===== src/rtl/imm_instr_encoder_pkg.sv =====
// Shared definitions for the RV32I instruction encoder: format codes, opcodes,
// the field bundle carried through the pipeline and the bit-scatter packing function.
package imm_instr_encoder_pkg;

  // Same codes the decoder's format select uses; 3'b110 and 3'b111 are illegal.
  typedef enum logic [2:0] {
    FMT_I = 3'b000,
    FMT_U = 3'b001,
    FMT_J = 3'b010,
    FMT_S = 3'b011,
    FMT_B = 3'b100,
    FMT_R = 3'b101
  } fmt_e;

  localparam logic [6:0] OPC_OP_IMM = 7'b0010011;
  localparam logic [6:0] OPC_OP     = 7'b0110011;
  localparam logic [6:0] OPC_LUI    = 7'b0110111;
  localparam logic [6:0] OPC_STORE  = 7'b0100011;
  localparam logic [6:0] OPC_BRANCH = 7'b1100011;
  localparam logic [6:0] OPC_JAL    = 7'b1101111;

  typedef struct packed {
    logic [2:0]  fmt;
    logic [6:0]  opcode;
    logic [4:0]  rd;
    logic [4:0]  rs1;
    logic [4:0]  rs2;
    logic [2:0]  funct3;
    logic [6:0]  funct7;
    logic [31:0] imm;
  } fields_t;

  // Out-of-range immediates are still packed from their truncated bits.
  function automatic logic [31:0] pack_instr(fields_t f);
    logic [31:0] w;
    w = '0;
    case (f.fmt)
      FMT_I: w = {f.imm[11:0], f.rs1, f.funct3, f.rd, f.opcode};
      FMT_S: w = {f.imm[11:5], f.rs2, f.rs1, f.funct3, f.imm[4:0], f.opcode};
      FMT_B: w = {f.imm[12], f.imm[10:5], f.rs2, f.rs1, f.funct3,
                  f.imm[4:1], f.imm[11], f.opcode};
      FMT_U: w = {f.imm[31:12], f.rd, f.opcode};
      FMT_J: w = {f.imm[20], f.imm[10:1], f.imm[11], f.imm[19:12], f.rd, f.opcode};
      FMT_R: w = {f.funct7, f.rs2, f.rs1, f.funct3, f.rd, f.opcode};
      default: w = '0;
    endcase
    return w;
  endfunction

endpackage


===== src/rtl/imm_instr_encoder_if.sv =====
// Handshake and data bundle for imm_instr_encoder; slave = encoder, master = producer/consumer.
// err_cnt exists only when IMM_ENC_ERR_CNT_EN is defined.
interface imm_instr_encoder_if #(parameter int CNT_W = 16);
  logic             in_valid;
  logic             in_ready;
  logic [2:0]       fmt;
  logic [6:0]       opcode;
  logic [4:0]       rd;
  logic [4:0]       rs1;
  logic [4:0]       rs2;
  logic [2:0]       funct3;
  logic [6:0]       funct7;
  logic [31:0]      imm;
  logic             out_valid;
  logic             out_ready;
  logic [31:0]      instr;
  logic             range_err;
  logic [CNT_W-1:0] instr_cnt;
`ifdef IMM_ENC_ERR_CNT_EN
  logic [CNT_W-1:0] err_cnt;
`endif

  modport master (
`ifdef IMM_ENC_ERR_CNT_EN
    input  err_cnt,
`endif
    output in_valid, fmt, opcode, rd, rs1, rs2, funct3, funct7, imm, out_ready,
    input  in_ready, out_valid, instr, range_err, instr_cnt
  );

  modport slave (
`ifdef IMM_ENC_ERR_CNT_EN
    output err_cnt,
`endif
    input  in_valid, fmt, opcode, rd, rs1, rs2, funct3, funct7, imm, out_ready,
    output in_ready, out_valid, instr, range_err, instr_cnt
  );
endinterface


===== src/rtl/imm_instr_encoder_range_check.sv =====
// imm_range_check: flags immediates that the selected format cannot represent.
// Purely combinational; illegal format codes always flag.
module imm_range_check
  import imm_instr_encoder_pkg::*;
(
  input  logic [2:0]  fmt,
  input  logic [31:0] imm,
  output logic        err
);

  // A field fits when every bit above its sign bit replicates the sign.
  always_comb begin
    // NOTE: err gets a value on every path (default first), so no latch is inferred.
    err = 1'b1;
    case (fmt)
      FMT_I, FMT_S: err = !((&imm[31:11]) || !(|imm[31:11]));
      FMT_B:        err = imm[0] || !((&imm[31:12]) || !(|imm[31:12]));
      FMT_J:        err = imm[0] || !((&imm[31:20]) || !(|imm[31:20]));
      FMT_U:        err = |imm[11:0];
      FMT_R:        err = 1'b0;
      default:      err = 1'b1;
    endcase
  end

endmodule


===== src/rtl/imm_instr_encoder.sv =====
// imm_instr_encoder: 2-stage valid/ready pipeline packing RV32I fields + immediate into a word.
// Optional feature macro IMM_ENC_ERR_CNT_EN adds a saturating err_cnt output.
module imm_instr_encoder
  import imm_instr_encoder_pkg::*;
#(
  parameter int CNT_W = 16
) (
  input logic            clk,
  input logic            rst,
  imm_instr_encoder_if.slave bus
);

  fields_t          in_fields;
  logic             in_err;
  logic             s2_load;
  logic             in_ready;
  logic             out_fire;

  logic             s1_valid_q, s1_valid_d;
  fields_t          s1_fields_q, s1_fields_d;
  logic             s1_err_q, s1_err_d;
  logic             s2_valid_q, s2_valid_d;
  logic [31:0]      instr_q, instr_d;
  logic             err_q, err_d;
  logic [CNT_W-1:0] instr_cnt_q, instr_cnt_d;

  imm_range_check u_range_check (
    .fmt (bus.fmt),
    .imm (bus.imm),
    .err (in_err)
  );

  always_comb begin
    in_fields = '{fmt: bus.fmt, opcode: bus.opcode, rd: bus.rd, rs1: bus.rs1,
                  rs2: bus.rs2, funct3: bus.funct3, funct7: bus.funct7, imm: bus.imm};

    // Stage 2 frees up whenever it is empty or being drained; stage 1 follows it.
    s2_load  = !s2_valid_q || bus.out_ready;
    in_ready = !s1_valid_q || s2_load;
    out_fire = s2_valid_q && bus.out_ready;

    s1_valid_d  = s1_valid_q;
    s1_fields_d = s1_fields_q;
    s1_err_d    = s1_err_q;
    s2_valid_d  = s2_valid_q;
    instr_d     = instr_q;
    err_d       = err_q;
    instr_cnt_d = instr_cnt_q;

    if (in_ready) begin
      s1_valid_d = bus.in_valid;
      if (bus.in_valid) begin
        s1_fields_d = in_fields;
        s1_err_d    = in_err;
      end
    end

    if (s2_load) begin
      s2_valid_d = s1_valid_q;
      if (s1_valid_q) begin
        instr_d = pack_instr(s1_fields_q);
        err_d   = s1_err_q;
      end
    end

    if (out_fire) instr_cnt_d = instr_cnt_q + 1'b1;
  end

  always_ff @(posedge clk) begin
    // NOTE: non-blocking assignments so every flop samples pre-edge values.
    if (rst) begin
      s1_valid_q  <= 1'b0;
      s2_valid_q  <= 1'b0;
      instr_q     <= '0;
      err_q       <= 1'b0;
      instr_cnt_q <= '0;
    end else begin
      s1_valid_q  <= s1_valid_d;
      s2_valid_q  <= s2_valid_d;
      instr_q     <= instr_d;
      err_q       <= err_d;
      instr_cnt_q <= instr_cnt_d;
    end
  end

  // NOTE: stage-1 payload is qualified by s1_valid_q, so it needs no reset.
  always_ff @(posedge clk) begin
    s1_fields_q <= s1_fields_d;
    s1_err_q    <= s1_err_d;
  end

`ifdef IMM_ENC_ERR_CNT_EN
  logic [CNT_W-1:0] err_cnt_q, err_cnt_d;

  always_comb begin
    err_cnt_d = err_cnt_q;
    if (out_fire && err_q && !(&err_cnt_q)) err_cnt_d = err_cnt_q + 1'b1;
  end

  always_ff @(posedge clk) begin
    if (rst) err_cnt_q <= '0;
    else     err_cnt_q <= err_cnt_d;
  end

  assign bus.err_cnt = err_cnt_q;
`endif

  assign bus.in_ready  = in_ready;
  assign bus.out_valid = s2_valid_q;
  assign bus.instr     = instr_q;
  assign bus.range_err = err_q;
  assign bus.instr_cnt = instr_cnt_q;

endmodule


===== src/flat_wrapper.sv =====
// flat-port wrapper written by rule: the top's interface ports become plain ports
module imm_instr_encoder_flat import imm_instr_encoder_pkg::*;
#(
  parameter int CNT_W = 16
)
  (clk, rst, bus_in_valid, bus_fmt, bus_opcode, bus_rd, bus_rs1, bus_rs2, bus_funct3, bus_funct7, bus_imm, bus_out_ready, bus_in_ready, bus_out_valid, bus_instr, bus_range_err, bus_instr_cnt);
  imm_instr_encoder_if #(.CNT_W(CNT_W)) bus_i ();
  input logic clk;
  input logic rst;
  input wire logic [$bits(bus_i.in_valid)-1:0] bus_in_valid;
  input wire logic [$bits(bus_i.fmt)-1:0] bus_fmt;
  input wire logic [$bits(bus_i.opcode)-1:0] bus_opcode;
  input wire logic [$bits(bus_i.rd)-1:0] bus_rd;
  input wire logic [$bits(bus_i.rs1)-1:0] bus_rs1;
  input wire logic [$bits(bus_i.rs2)-1:0] bus_rs2;
  input wire logic [$bits(bus_i.funct3)-1:0] bus_funct3;
  input wire logic [$bits(bus_i.funct7)-1:0] bus_funct7;
  input wire logic [$bits(bus_i.imm)-1:0] bus_imm;
  input wire logic [$bits(bus_i.out_ready)-1:0] bus_out_ready;
  output wire logic [$bits(bus_i.in_ready)-1:0] bus_in_ready;
  output wire logic [$bits(bus_i.out_valid)-1:0] bus_out_valid;
  output wire logic [$bits(bus_i.instr)-1:0] bus_instr;
  output wire logic [$bits(bus_i.range_err)-1:0] bus_range_err;
  output wire logic [$bits(bus_i.instr_cnt)-1:0] bus_instr_cnt;
  assign bus_i.in_valid = bus_in_valid;
  assign bus_i.fmt = bus_fmt;
  assign bus_i.opcode = bus_opcode;
  assign bus_i.rd = bus_rd;
  assign bus_i.rs1 = bus_rs1;
  assign bus_i.rs2 = bus_rs2;
  assign bus_i.funct3 = bus_funct3;
  assign bus_i.funct7 = bus_funct7;
  assign bus_i.imm = bus_imm;
  assign bus_i.out_ready = bus_out_ready;
  assign bus_in_ready = bus_i.in_ready;
  assign bus_out_valid = bus_i.out_valid;
  assign bus_instr = bus_i.instr;
  assign bus_range_err = bus_i.range_err;
  assign bus_instr_cnt = bus_i.instr_cnt;
  imm_instr_encoder #(.CNT_W(CNT_W)) u_core (.clk(clk), .rst(rst), .bus(bus_i));
endmodule

===== config.mk =====
export PLATFORM = sky130hd
export DESIGN_NAME = imm_instr_encoder_flat
export DESIGN_NICKNAME = d
export VERILOG_FILES = /design/src/rtl/imm_instr_encoder_pkg.sv /design/src/rtl/imm_instr_encoder_if.sv /design/src/rtl/imm_instr_encoder_range_check.sv /design/src/rtl/imm_instr_encoder.sv /design/src/flat_wrapper.sv
export SDC_FILE = /design/constraint.sdc
export NUM_CORES = 1
export LEC_CHECK = 0
export CORE_ASPECT_RATIO = 1.4
export CORE_MARGIN = 5
export CORE_UTILIZATION = 35
export DETAILED_ROUTE_END_ITERATION = 7
export PLACE_DENSITY = 0.68
export SYNTH_ARGS = -nofsm -noshare
export SYNTH_HDL_FRONTEND = slang
export SYNTH_HIERARCHICAL = 1
export SYNTH_SLANG_ARGS = --single-unit

===== constraint.sdc =====
create_clock -name clk -period 5.65 [get_ports clk]
set_input_delay 1.13 -clock clk [delete_from_list [all_inputs] [get_ports clk]]
set_output_delay 1.13 -clock clk [all_outputs]
set_load 0.02 [all_outputs]

Word-level counts from Yosys, hierarchy flattened
Cells that the tools add are included.

Input port bits: 71. Register bits: 119.

Reductions and logical operators: 28. Add/subtract/negate cells: 1. Muxes and demuxes: 2. Equality and inequality tests: 10.

Operators by type and width (count): one-hot mux 32 bit (6 select lines) (1); OR reduction 12 bit (2); AND reduction 21 bit (1); OR reduction 21 bit (1); AND reduction 20 bit (1); OR reduction 20 bit (1); adder 16 x 1 -> 16 bit, second input constant (1); equality test 3 x 2 -> 1 bit, second input constant (4); equality test 3 bit, second input constant (4); AND reduction 12 bit (1); logical NOT 1 bit (8); logical OR 1 bit (7); equality test 3 x 1 -> 1 bit, second input constant (2); logical NOT 3 bit (2); one-hot mux 1 bit (5 select lines) (1); AND reduction 2 bit (2); OR reduction 2 bit (1); logical AND 1 bit (1).

Depth between registers and ports, before layout
Word-level depth: 6. Mapped depth: 7. Gate-level depth less buffers: 5.

Cells and area by module
Netlist, hierarchy kept.

Modules (own cells, without submodules): imm_instr_encoder (area an instance 4773.3 sq um, cells an instance 389, seq. area each 3062.9 sq um, instances 1); imm_range_check (area an instance 207.7 sq um, cells an instance 32, seq. area each 0.0 sq um, instances 1).

Worst setup path before layout
OpenSTA, ideal clock, no wires.

Kind: input to register. Start point: input port bus_out_ready. End point: register u_core.s1_err_q (enable). Arrival: 3.188 ns. Setup slack: 2.028 ns. Stages: 3. Buffers on the path: 0. Path through: and2b_2 nand2_1 and2_1.

Word-level cells in the longest chain between the ends: 3.

RTL lines: from (decl) (line flat_wrapper.sv:19) `input wire logic [$bits(bus_i.out_ready)-1:0] bus_out_ready;`; logical OR 1 bit (line imm_instr_encoder.sv:38) `s2_load = !s2_valid_q || bus.out_ready;`; logical OR 1 bit (line imm_instr_encoder.sv:39) `in_ready = !s1_valid_q || s2_load;`; net bus_in_ready (line flat_wrapper.sv:20) `output wire logic [$bits(bus_i.in_ready)-1:0] bus_in_ready;`; AND reduction 2 bit (no source line); to (signal assigned) (line imm_instr_encoder.sv:89) `s1_err_q <= s1_err_d;`; to (decl) (line imm_instr_encoder.sv:21) `logic s1_err_q, s1_err_d;`.

The timed path passes the listed nets, and every way through them passes these cells. A chain may end at the register's enable or synchronous reset.

Worst setup path in the final report
Start point: input port bus_out_ready. End point: output port bus_in_ready.

Word-level cells in the longest chain between the ends: 2.

RTL lines (line): logical OR 1 bit (imm_instr_encoder.sv:38); logical OR 1 bit (imm_instr_encoder.sv:39); to (decl) (flat_wrapper.sv:20).

No other way between the ends.

==> qor.csv <==
metric,value,unit
grt_antenna_before_repair,0,
crit_chain,"clkdlybuf4s50_1, and2b_2, nand2_1, clkdlybuf4s50_1",
critPathKind,input port to output port,
cpPeakStageDelay,0.61,ns
vias,3808,
path_clk_slew,0.05,ns
clock.fmax,0.2602,GHz
die_x,110.8,um
critPathMaxFanout,7,
die_y,151.2,um
syn_inst,421,
grt_use_total,15.24,%
cts_buffer_depth,2,
setup_slack,1.806,ns
async_reset_ff_share,0,%
holdWs,0.4513,ns
relSlewSlack,23.61,%
wl_per_cell,17.00,um
rsz0062_at_grt,false,
drtIter0Drc,206,
syn_nets,493,
drive_gt1_share,11.37,%
first_pass_iters,4,
min_path_type,flip-flop to flip-flop,
maxSlewViolCount,0,
ys.warnings.count,6,
drv_cap,0,
fin_crit_sh,68.03,%
post_cts_buffers,0,
final_nets,613,
initial_core_util,35.64,%
syn_area_per_cell,11.83,um2
status,finished clean,
holdBufCountCts,0,
cp.arrival,2.71,ns
via_per_inst,5.153,
critPathSlowestCell,clkdlybuf4s50_1,
io_pins,122,
ant_nets,0,
drc_errors,0,
cts-htree-levels,4,
tns,0,ns
grt_pass1_wl,20.22,mm
ys_types,48,
dp_hpwl,9.195,mm
clock_skew,0.006184,ns
setup_viol,0,
wl,12.56,mm
worstSetupStartpointType,input port,
crit_path_end_kind,output port,
yosysTopAreaCell,edfxtp_1,
pre_cts_ws,1.824,ns
crit_top_cell,clkdlybuf4s50_1,
final_area,0.007039,mm2
grt_max_degree,50,
root_buffer,clkbuf_16,
synth_common_cells,"edfxtp_1, dfxtp_1, nor2_1",
dpl_cell_area,0.006355,mm2
synth_most_common_cell,edfxtp_1,
cts.sinks,119,
worstSkewPairLatency,0.41,ns
ir_drop,0.0001669,V
grt_pass1_vias,3995,
fp-row-count,51,
seq_area_frac_synth,61.49,%
period_needed,3.844,ns
synth-edff-count,68,
required,4.52,ns
fin_util,50.37,%
worst_pin_slew,1.146,ns
die-area,0.01675,mm2
post-synth-top-area-fraction,40.99,%
n_antenna_cell,0,
synthTopCellsByArea,"edfxtp_1, dfxtp_1, a21oi_1",
overflow,0,
gp_congestion,0.8147,
finalHoldViolCount,0,
io_buffers,121,
numCtsBuffers,17,
coreArea,0.01397,mm2
syn_area,0.004981,mm2
p_per_area,346.5,mW/mm2
ys.flop_type,edfxtp_1,
synth-seq-cells,119,
leakage,2.420,nW
cts_tree,built,
post_cts_resized,0,
area_growth,41.32,%
final cells by class:
type	instances	area, um2
clock buffers	18	439.2
clock inverters	14	245.2
fillers	1218	6935
inverters	4	15.01
multi-input cells	273	1797
flip-flops and latches	119	3063
well taps	185	231.5
repair buffers	126	1249
worst max-delay path, delay by kind of cell:
family / cells / cell delay [ns]
buf+inv: 2 / 1.21
simple gates: 2 / 0.38
final timing paths:
path	startpoint	end	slack, ns	cells past startpoint
setup reg to reg	u_core/bus.out_valid	u_core/s1_fields_q[8]	3.24	4
hold reg to reg	u_core/bus.instr[4]	u_core/bus.instr[4]	0.45	2
setup / recovery	bus_out_ready	bus_in_ready	1.81	4
hold / removal	u_core/bus.instr[4]	u_core/bus.instr[4]	0.45	2
stage by stage:
stage	cells	total power, W
after detailed placement	707	0.001222
after global placement	707	0.001216
final	739	0.002439
after CTS	739	0.002462
after floorplan	421	0.001108
after global routing	739	0.002520
cell usage in the layout (no fill, tap or decap), types with 8 or more instances in the layout:
master,n
mux2_2,12
a211oi_1,16
nand2_1,20
edfxtp_1,68
a2bb2oi_1,8
a22oi_1,18
clkbuf_16,17
nor3_1,9
mux2i_1,8
nor2_1,39
nor2b_1,16
clkdlybuf4s50_1,121
a21oi_1,30
nor4_1,9
nand4_1,8
dfxtp_1,51
nand3_1,15
registers in the layout, indices dropped and copies added (netlist names):
name	cells
u_core/s1_fields_q	67
u_core/bus.instr	32
u_core/bus.instr_cnt	16
u_core/bus.out_valid	1
u_core/bus.range_err	1
u_core/s1_err_q	1
u_core/s1_valid_q	1
metal layers:
layer | track usage, % | wire length (um) | vias up
met5 | 0 | 0 | -
met4 | 5.237 | 177 | 0
met3 | 4.157 | 602 | 17
met2 | 28.22 | 6771 | 119
met1 | 16.83 | 5009 | 1824
li1 | - | - | 1848
cell families (layout without fill, tap and decap cells):
family	after synthesis	in the layout	synth area share, %
XOR/XNOR	11	11	1.934
AO/OA/AOI/OAI	103	103	14.57
flip-flops	119	119	61.49
multiplexers	21	21	4.547
buffers and inverters	29	162	2.512
AND/OR/NAND/NOR	137	137	14.69
adder cells (fa/ha/maj)	1	1	0.2512
where the power goes:
part	switching, W	total, W	internal [W]	leakage (nW)
Sequential	0.0000253	0.000989	0.000964	1.08
Clock	0.000393	0.00124	0.000844	0.333
Combinational	0.000105	0.000214	0.000109	1.01
(Power assumes the default switching activity.)
